===== config.mk =====
export PLATFORM = sky130hd
export DESIGN_NAME = rf_loader_flat
export DESIGN_NICKNAME = d
export VERILOG_FILES = /design/src/rtl/rf_loader_if.sv /design/src/rtl/rf_loader.sv /design/src/flat_wrapper.sv
export SDC_FILE = /design/constraint.sdc
export NUM_CORES = 1
export LEC_CHECK = 0
export ABC_AREA = 0
export CORE_MARGIN = 2
export CORE_UTILIZATION = 35
export CTS_CLUSTER_SIZE = 10
export DETAILED_ROUTE_END_ITERATION = 7
export PLACE_DENSITY = 0.7
export SYNTH_ARGS = -nofsm -noshare
export SYNTH_HDL_FRONTEND = slang
export SYNTH_SLANG_ARGS = --single-unit
export TNS_END_PERCENT = 5

===== constraint.sdc =====
create_clock -name clk -period 1.74 [get_ports clk]
set_clock_uncertainty 0.1 [all_clocks]
set_input_delay 0.348 -clock clk [delete_from_list [all_inputs] [get_ports clk]]
set_output_delay 0.348 -clock clk [all_outputs]
set_load 0.02 [all_outputs]

===== src/rtl/rf_loader_if.sv =====
// rf_loader_if: start/stream/register-file bundle between a loader and its environment
interface rf_loader_if #(
  parameter int DATA_W = 32,
  parameter int ADDR_W = 4
);
  logic              start;
  logic [ADDR_W-1:0] base_addr;
  logic [ADDR_W:0]   count;
  logic              abort;
  logic              in_valid;
  logic [DATA_W-1:0] in_data;
  logic              in_ready;
  logic              RegWrite;
  logic [ADDR_W-1:0] wa;
  logic [DATA_W-1:0] wd;
  logic              busy;
  logic              done;
  logic              err;
  modport master (
    output start, base_addr, count, abort, in_valid, in_data,
    input  in_ready, RegWrite, wa, wd, busy, done, err
  );
  modport slave (
    input  start, base_addr, count, abort, in_valid, in_data,
    output in_ready, RegWrite, wa, wd, busy, done, err
  );
endinterface


===== src/rtl/rf_loader.sv =====
// rf_loader: streams count words into consecutive register-file addresses from base_addr
module rf_loader #(
  parameter int DATA_W = 32,
  parameter int ADDR_W = 4
) (
  input logic        clk,
  input logic        rst,
  rf_loader_if.slave bus
);
  typedef enum logic [1:0] {IDLE, LOAD, DONE} state_t;
  localparam logic [ADDR_W:0] MAX_CNT = (ADDR_W+1)'(1) << ADDR_W;
  state_t            state_q, state_d;
  logic [ADDR_W-1:0] ptr_q, ptr_d, wa_q, wa_d;
  logic [ADDR_W:0]   cnt_q, cnt_d;
  logic [DATA_W-1:0] wd_q, wd_d;
  logic              we_q, we_d, err_q, err_d, legal, accept;
  assign legal        = bus.count != '0 && bus.count <= MAX_CNT;
  assign bus.in_ready = state_q == LOAD && !bus.abort;
  assign accept       = bus.in_valid && bus.in_ready;
  assign bus.RegWrite = we_q;
  assign bus.wa       = wa_q;
  assign bus.wd       = wd_q;
  assign bus.err      = err_q;
  assign bus.done     = state_q == DONE;
  assign bus.busy     = state_q != IDLE;
  always_comb begin
    state_d = state_q;
    ptr_d   = ptr_q;
    cnt_d   = cnt_q;
    err_d   = state_q == IDLE && bus.start && !legal;
    we_d    = accept;
    wa_d    = accept ? ptr_q : wa_q;
    wd_d    = accept ? bus.in_data : wd_q;
    if (state_q == IDLE && bus.start && legal) begin
      state_d = LOAD;
      ptr_d   = bus.base_addr;
      cnt_d   = bus.count;
    end else if (state_q == LOAD && bus.abort) begin
      state_d = IDLE;
    end else if (accept) begin
      ptr_d   = ptr_q + 1'b1;
      cnt_d   = cnt_q - 1'b1;
      state_d = cnt_q == (ADDR_W+1)'(1) ? DONE : LOAD;
    end else if (state_q == DONE) begin
      state_d = IDLE;
    end
  end
  always_ff @(posedge clk or posedge rst) begin
    if (rst) begin
      state_q <= IDLE;
      ptr_q   <= '0;
      cnt_q   <= '0;
      we_q    <= 1'b0;
      wa_q    <= '0;
      wd_q    <= '0;
      err_q   <= 1'b0;
    end else begin
      state_q <= state_d;
      ptr_q   <= ptr_d;
      cnt_q   <= cnt_d;
      we_q    <= we_d;
      wa_q    <= wa_d;
      wd_q    <= wd_d;
      err_q   <= err_d;
    end
  end
endmodule


===== src/flat_wrapper.sv =====
// flat-port wrapper written by rule: the top's interface ports become plain ports
module rf_loader_flat 
#(
  parameter int DATA_W = 32,
  parameter int ADDR_W = 4
)
  (clk, rst, bus_start, bus_base_addr, bus_count, bus_abort, bus_in_valid, bus_in_data, bus_in_ready, bus_RegWrite, bus_wa, bus_wd, bus_busy, bus_done, bus_err);
  rf_loader_if #(.DATA_W(DATA_W), .ADDR_W(ADDR_W)) bus_i ();
  input logic clk;
  input logic rst;
  input wire logic [$bits(bus_i.start)-1:0] bus_start;
  input wire logic [$bits(bus_i.base_addr)-1:0] bus_base_addr;
  input wire logic [$bits(bus_i.count)-1:0] bus_count;
  input wire logic [$bits(bus_i.abort)-1:0] bus_abort;
  input wire logic [$bits(bus_i.in_valid)-1:0] bus_in_valid;
  input wire logic [$bits(bus_i.in_data)-1:0] bus_in_data;
  output wire logic [$bits(bus_i.in_ready)-1:0] bus_in_ready;
  output wire logic [$bits(bus_i.RegWrite)-1:0] bus_RegWrite;
  output wire logic [$bits(bus_i.wa)-1:0] bus_wa;
  output wire logic [$bits(bus_i.wd)-1:0] bus_wd;
  output wire logic [$bits(bus_i.busy)-1:0] bus_busy;
  output wire logic [$bits(bus_i.done)-1:0] bus_done;
  output wire logic [$bits(bus_i.err)-1:0] bus_err;
  assign bus_i.start = bus_start;
  assign bus_i.base_addr = bus_base_addr;
  assign bus_i.count = bus_count;
  assign bus_i.abort = bus_abort;
  assign bus_i.in_valid = bus_in_valid;
  assign bus_i.in_data = bus_in_data;
  assign bus_in_ready = bus_i.in_ready;
  assign bus_RegWrite = bus_i.RegWrite;
  assign bus_wa = bus_i.wa;
  assign bus_wd = bus_i.wd;
  assign bus_busy = bus_i.busy;
  assign bus_done = bus_i.done;
  assign bus_err = bus_i.err;
  rf_loader #(.DATA_W(DATA_W), .ADDR_W(ADDR_W)) u_core (.clk(clk), .rst(rst), .bus(bus_i));
endmodule

==> reports/results.tsv, run 1 <==
stage	metric	value	unit
clock_network	Sink Count	49	
global_route	initial antenna violation count	0	
clock_network	Clock transition at path regs	0.09	ns
run_status	outcome	complete, no violations	
floorplan	Std-Cell Core Area	5890	µm²
job	Max Cap Violations	0	
logic_synthesis	Synth area leaders	dfrtp_1 58%, nand2_1 20%, a221o_1 1.9%	
sta	setup tns final	0	ns
placed_design	dpl ws	-0.496	ns
clock_network	hold buffer count at CTS	0	
worst_setup_path	worst reg2reg endpoint	u_core.ptr_q[2]$_DFFE_PP0P_	
worst_setup_path	reg2reg path depth	5	
detailed_routing	Vias/cell	4.60	
sta	final critical path time including I/O delays and setup	1.71	ns
worst_setup_path	Worst Setup Path Type	in -> reg	
global_route	GRT Resource Usage Total	15.2	%
floorplan	Die Y	81.8	µm
global_route	largest net degree at the start of global routing	50	
finish	Area Growth Syn to Fin	60.8	%
sta	Fmax achieved	584	MHz
logic_synthesis	syn_area_per_cell	9.29	µm²
finish	Fillers	546	
floorplan	num rows	28	
sta	final hold vios	0	
placed_design	Routability Congestion	0.801	
floorplan	IO Count	87	
logic_synthesis	Synthesized Nets	277	
clock_network	H-tree Lvls	2	
placed_design	dpl cell area	3160	µm²
finish	Reg area	1230	µm²
logic_synthesis	Synth Register Bits	49	
worst_setup_path	CP Data Required Time	1.82	ns
logic_synthesis	cell taking the most area after synthesis	dfrtp_1	
logic_synthesis	Synth Flop Type	dfrtp_1	
logic_synthesis	Ys Warns	0	
power	P_leak	1.98	nW
clock_network	Root Buffer	clkbuf_8	
sta	Slew @ Worst Pin	0.422	ns
floorplan	Die ar.	6690	µm²
sta	Final setup viols	0	
placed_design	Post-DP HPWL	3.60	mm
clock_network	CTS tree	built	
finish	share of post-route cells with drive strength above 1	11.5	%
logic_synthesis	share of synthesized flip-flops with an asynchronous set or reset	100	%
placed_design	Inst Count DP	395	
detailed_routing	DRT antenna net count	0	
detailed_routing	1st-iter DRT viols	47	
global_route	first-pass GRT wire length	7.88	mm
sta	period utilisation layout	98.4	%
logic_synthesis	EDFF count, synth	0	
finish	final cell area excluding filler cells	3400	µm²
worst_setup_path	crit start category	input pin	
global_route	vias in the first global route	1738	
detailed_routing	routed wire length	5.07	mm
finish	Post-Layout Cell Count	406	
sta	Slew HR	71.6	%
detailed_routing	First-pass DRT Iterations	4	
finish	Antenna Cells	0	
clock_network	CTS Buf Count	5	
logic_synthesis	top cell type's share of synthesized area	57.9	%
detailed_routing	via count	1867	
clock_network	Longest Clk Path Bufs	2	
logic_synthesis	Seq/Total Area, Yosys	57.9	%
worst_setup_path	Worst Path Arrival	1.79	ns
detailed_routing	Remaining DRCs	0	
min_path	class of the worst hold path	in -> async	
worst_setup_path	reg2reg setup slack	0.06	ns
power	VDD IR max	0.692	mV
finish	Nets	379	
worst_setup_path	worst r2r src	u_core.state_q[1]$_DFFE_PP0P_	
placed_design	port bufs	86	
power	Cell Pwr Density	1440	nW/µm²
worst_setup_path	crit path max fanout	8	
sta	Final Max Slew Viols	0	
worst_setup_path	CP endpoint kind	register	
logic_synthesis	Unique masters post-synth	36	
global_route	gr ovfl total	0	
sta	final setup margin	0.0271	ns
finish	multi-input logic area	852	µm²
logic_synthesis	Syn Inst Count	228	
floorplan	Chip Width	81.8	µm
clock_network	clock latency at the later pin of the worst-skew pair	0.29	ns
detailed_routing	WL/cell	12.5	µm
floorplan	initial core utilization	36.0	%
logic_synthesis	Cell Area, Synth	2120	µm²
sta	RSZ-0062 raised after global routing	true	
## registers in the layout, summed over array words and instances (netlist names)
| register | flops |
|---|---|
| u_core.state_q | 2 |
| u_core.bus.err | 1 |
| u_core.ptr_q | 4 |
| u_core.cnt_q | 5 |
| u_core.bus.wd | 32 |
| u_core.bus.RegWrite | 1 |
| u_core.bus.wa | 4 |
## layer usage
metal / vias to the layer above / part of all wire, % / wire length [µm] / track usage, %
li1: 940 / - / - / -
met1: 870 / 44 / 2240 / 18.9
met2: 52 / 48 / 2450 / 26.2
met3: 5 / 6.6 / 335 / 3.30
met4: 0 / 0.81 / 41 / 5.00
met5: - / 0 / 0 / 0
## where the power goes
part	internal [mW]	total, mW	switching [mW]	leakage (nW)
combinational	1.04	2.13	1.09	1.31
clock	0.469	0.834	0.365	0.0585
sequential	1.62	1.94	0.319	0.613
## cell usage after synthesis, types with 2 or more instances
cell type / n
xnor2_1: 2
a21oi_1: 2
nand3_1: 2
nand2b_1: 3
a21o_1: 2
inv_1: 5
o21ai_1: 2
buf_2: 8
dfrtp_1: 49
nor2b_1: 2
nor2_1: 3
nand2_1: 115
a22o_1: 2
xor2_1: 2
nor3b_1: 2
ha_1: 3
a221o_1: 4
clkbuf_1: 2
## area by class of cell
class	instances	share of cell area, %
repair buffers	106	32.0
well taps	75	2.76
flip-flops and latches	49	36.1
clock inverters	1	0.882
multi-input cells	162	25.0
clock buffers	7	2.54
inverters	6	0.735
## layout by cell type, fill, tap and decap left out, types with 2 or more instances in the layout
cell,n
dfrtp_2,2
xnor2_1,2
dlymetal6s2s_1,28
ha_1,3
nand3_1,2
nor2_1,2
clkdlybuf4s50_1,49
o21ai_1,2
dlygate4sd2_1,6
a22o_1,2
nand2_1,115
xor2_1,2
a21oi_1,2
dfrtp_1,47
buf_6,2
a221o_1,4
nand2b_1,3
clkdlybuf4s15_1,2
nor2b_1,2
clkbuf_8,6
inv_1,4
nor3b_1,2
buf_4,17
a21o_1,2
## stage by stage
stage / util (%) / power, mW / hold WS (ns)
2_1_floorplan: - / 3.03 / 0.353
3_3_place_gp: 53.7 / 4.11 / 0.357
3_5_place_dp: 53.7 / 4.18 / 0.361
4_1_cts: 55.6 / 5.00 / 0.319
5_1_grt: 57.8 / 5.25 / 0.339
6_report: 57.8 / 4.90 / 0.315
## worst max-delay path, stage by stage
cell,delay (ns)
dlygate4sd2_1,0.28
nor4_4,0.30
mux2_4,0.38
buf_4,0.15
a221o_1,0.33
## what timing repair did
action	in CTS	in global routing
endpoints found under the setup margin	13	38
setup buffers	0	3
gates resized for setup	14	41
pin swaps	0	1
## cell families after synthesis
group / after synthesis / synth area share (%)
AO/OA/AOI/OAI: 19 / 7.03
XOR/XNOR: 4 / 1.66
adder cells (fa/ha/maj): 3 / 1.77
buffers and inverters: 17 / 3.66
flip-flops: 49 / 57.9
multiplexers: 1 / 0.709
AND/OR/NAND/NOR: 135 / 27.2
## worst max path at each step
stage	startpoint	slack, ns	depth (start not counted)	to
4_1_cts	u_core.bus.wd[30]$_DFFE_PP0P_	0.004	1	bus_wd[30]
3_5_place_dp	bus_count[0]	-0.50	5	u_core.state_q[1]$_DFFE_PP0P_
5_1_grt	u_core.state_q[1]$_DFFE_PP0P_	-0.01	5	u_core.ptr_q[3]$_DFFE_PP0P_
2_1_floorplan	bus_count[0]	0.005	4	u_core.cnt_q[1]$_DFFE_PP0P_
6_report	bus_count[2]	0.03	5	u_core.ptr_q[2]$_DFFE_PP0P_
3_3_place_gp	bus_count[2]	-0.46	5	u_core.state_q[1]$_DFFE_PP0P_
No activity file was read; power rests on OpenSTA's default activity.
==> inputs of run 2 (changes only) <==
--- a/config.mk
+++ b/config.mk
@@ -6,6 +6,7 @@
 export NUM_CORES = 1
 export LEC_CHECK = 0
 export ABC_AREA = 0
+export CAP_MARGIN = 20
 export CORE_MARGIN = 2
 export CORE_UTILIZATION = 35
 export CTS_CLUSTER_SIZE = 10
==> results of run 2 <==
The final DEF is identical to that of run 1; final timing and power are the same.
==> inputs of run 3 (changes only) <==
--- a/config.mk
+++ b/config.mk
@@ -6,6 +6,7 @@
 export NUM_CORES = 1
 export LEC_CHECK = 0
 export ABC_AREA = 0
+export ABC_CLOCK_PERIOD_IN_PS = 1740
 export CAP_MARGIN = 20
 export CORE_MARGIN = 2
 export CORE_UTILIZATION = 35
==> results of run 3 <==
The final DEF is identical to that of run 1; final timing and power are the same.
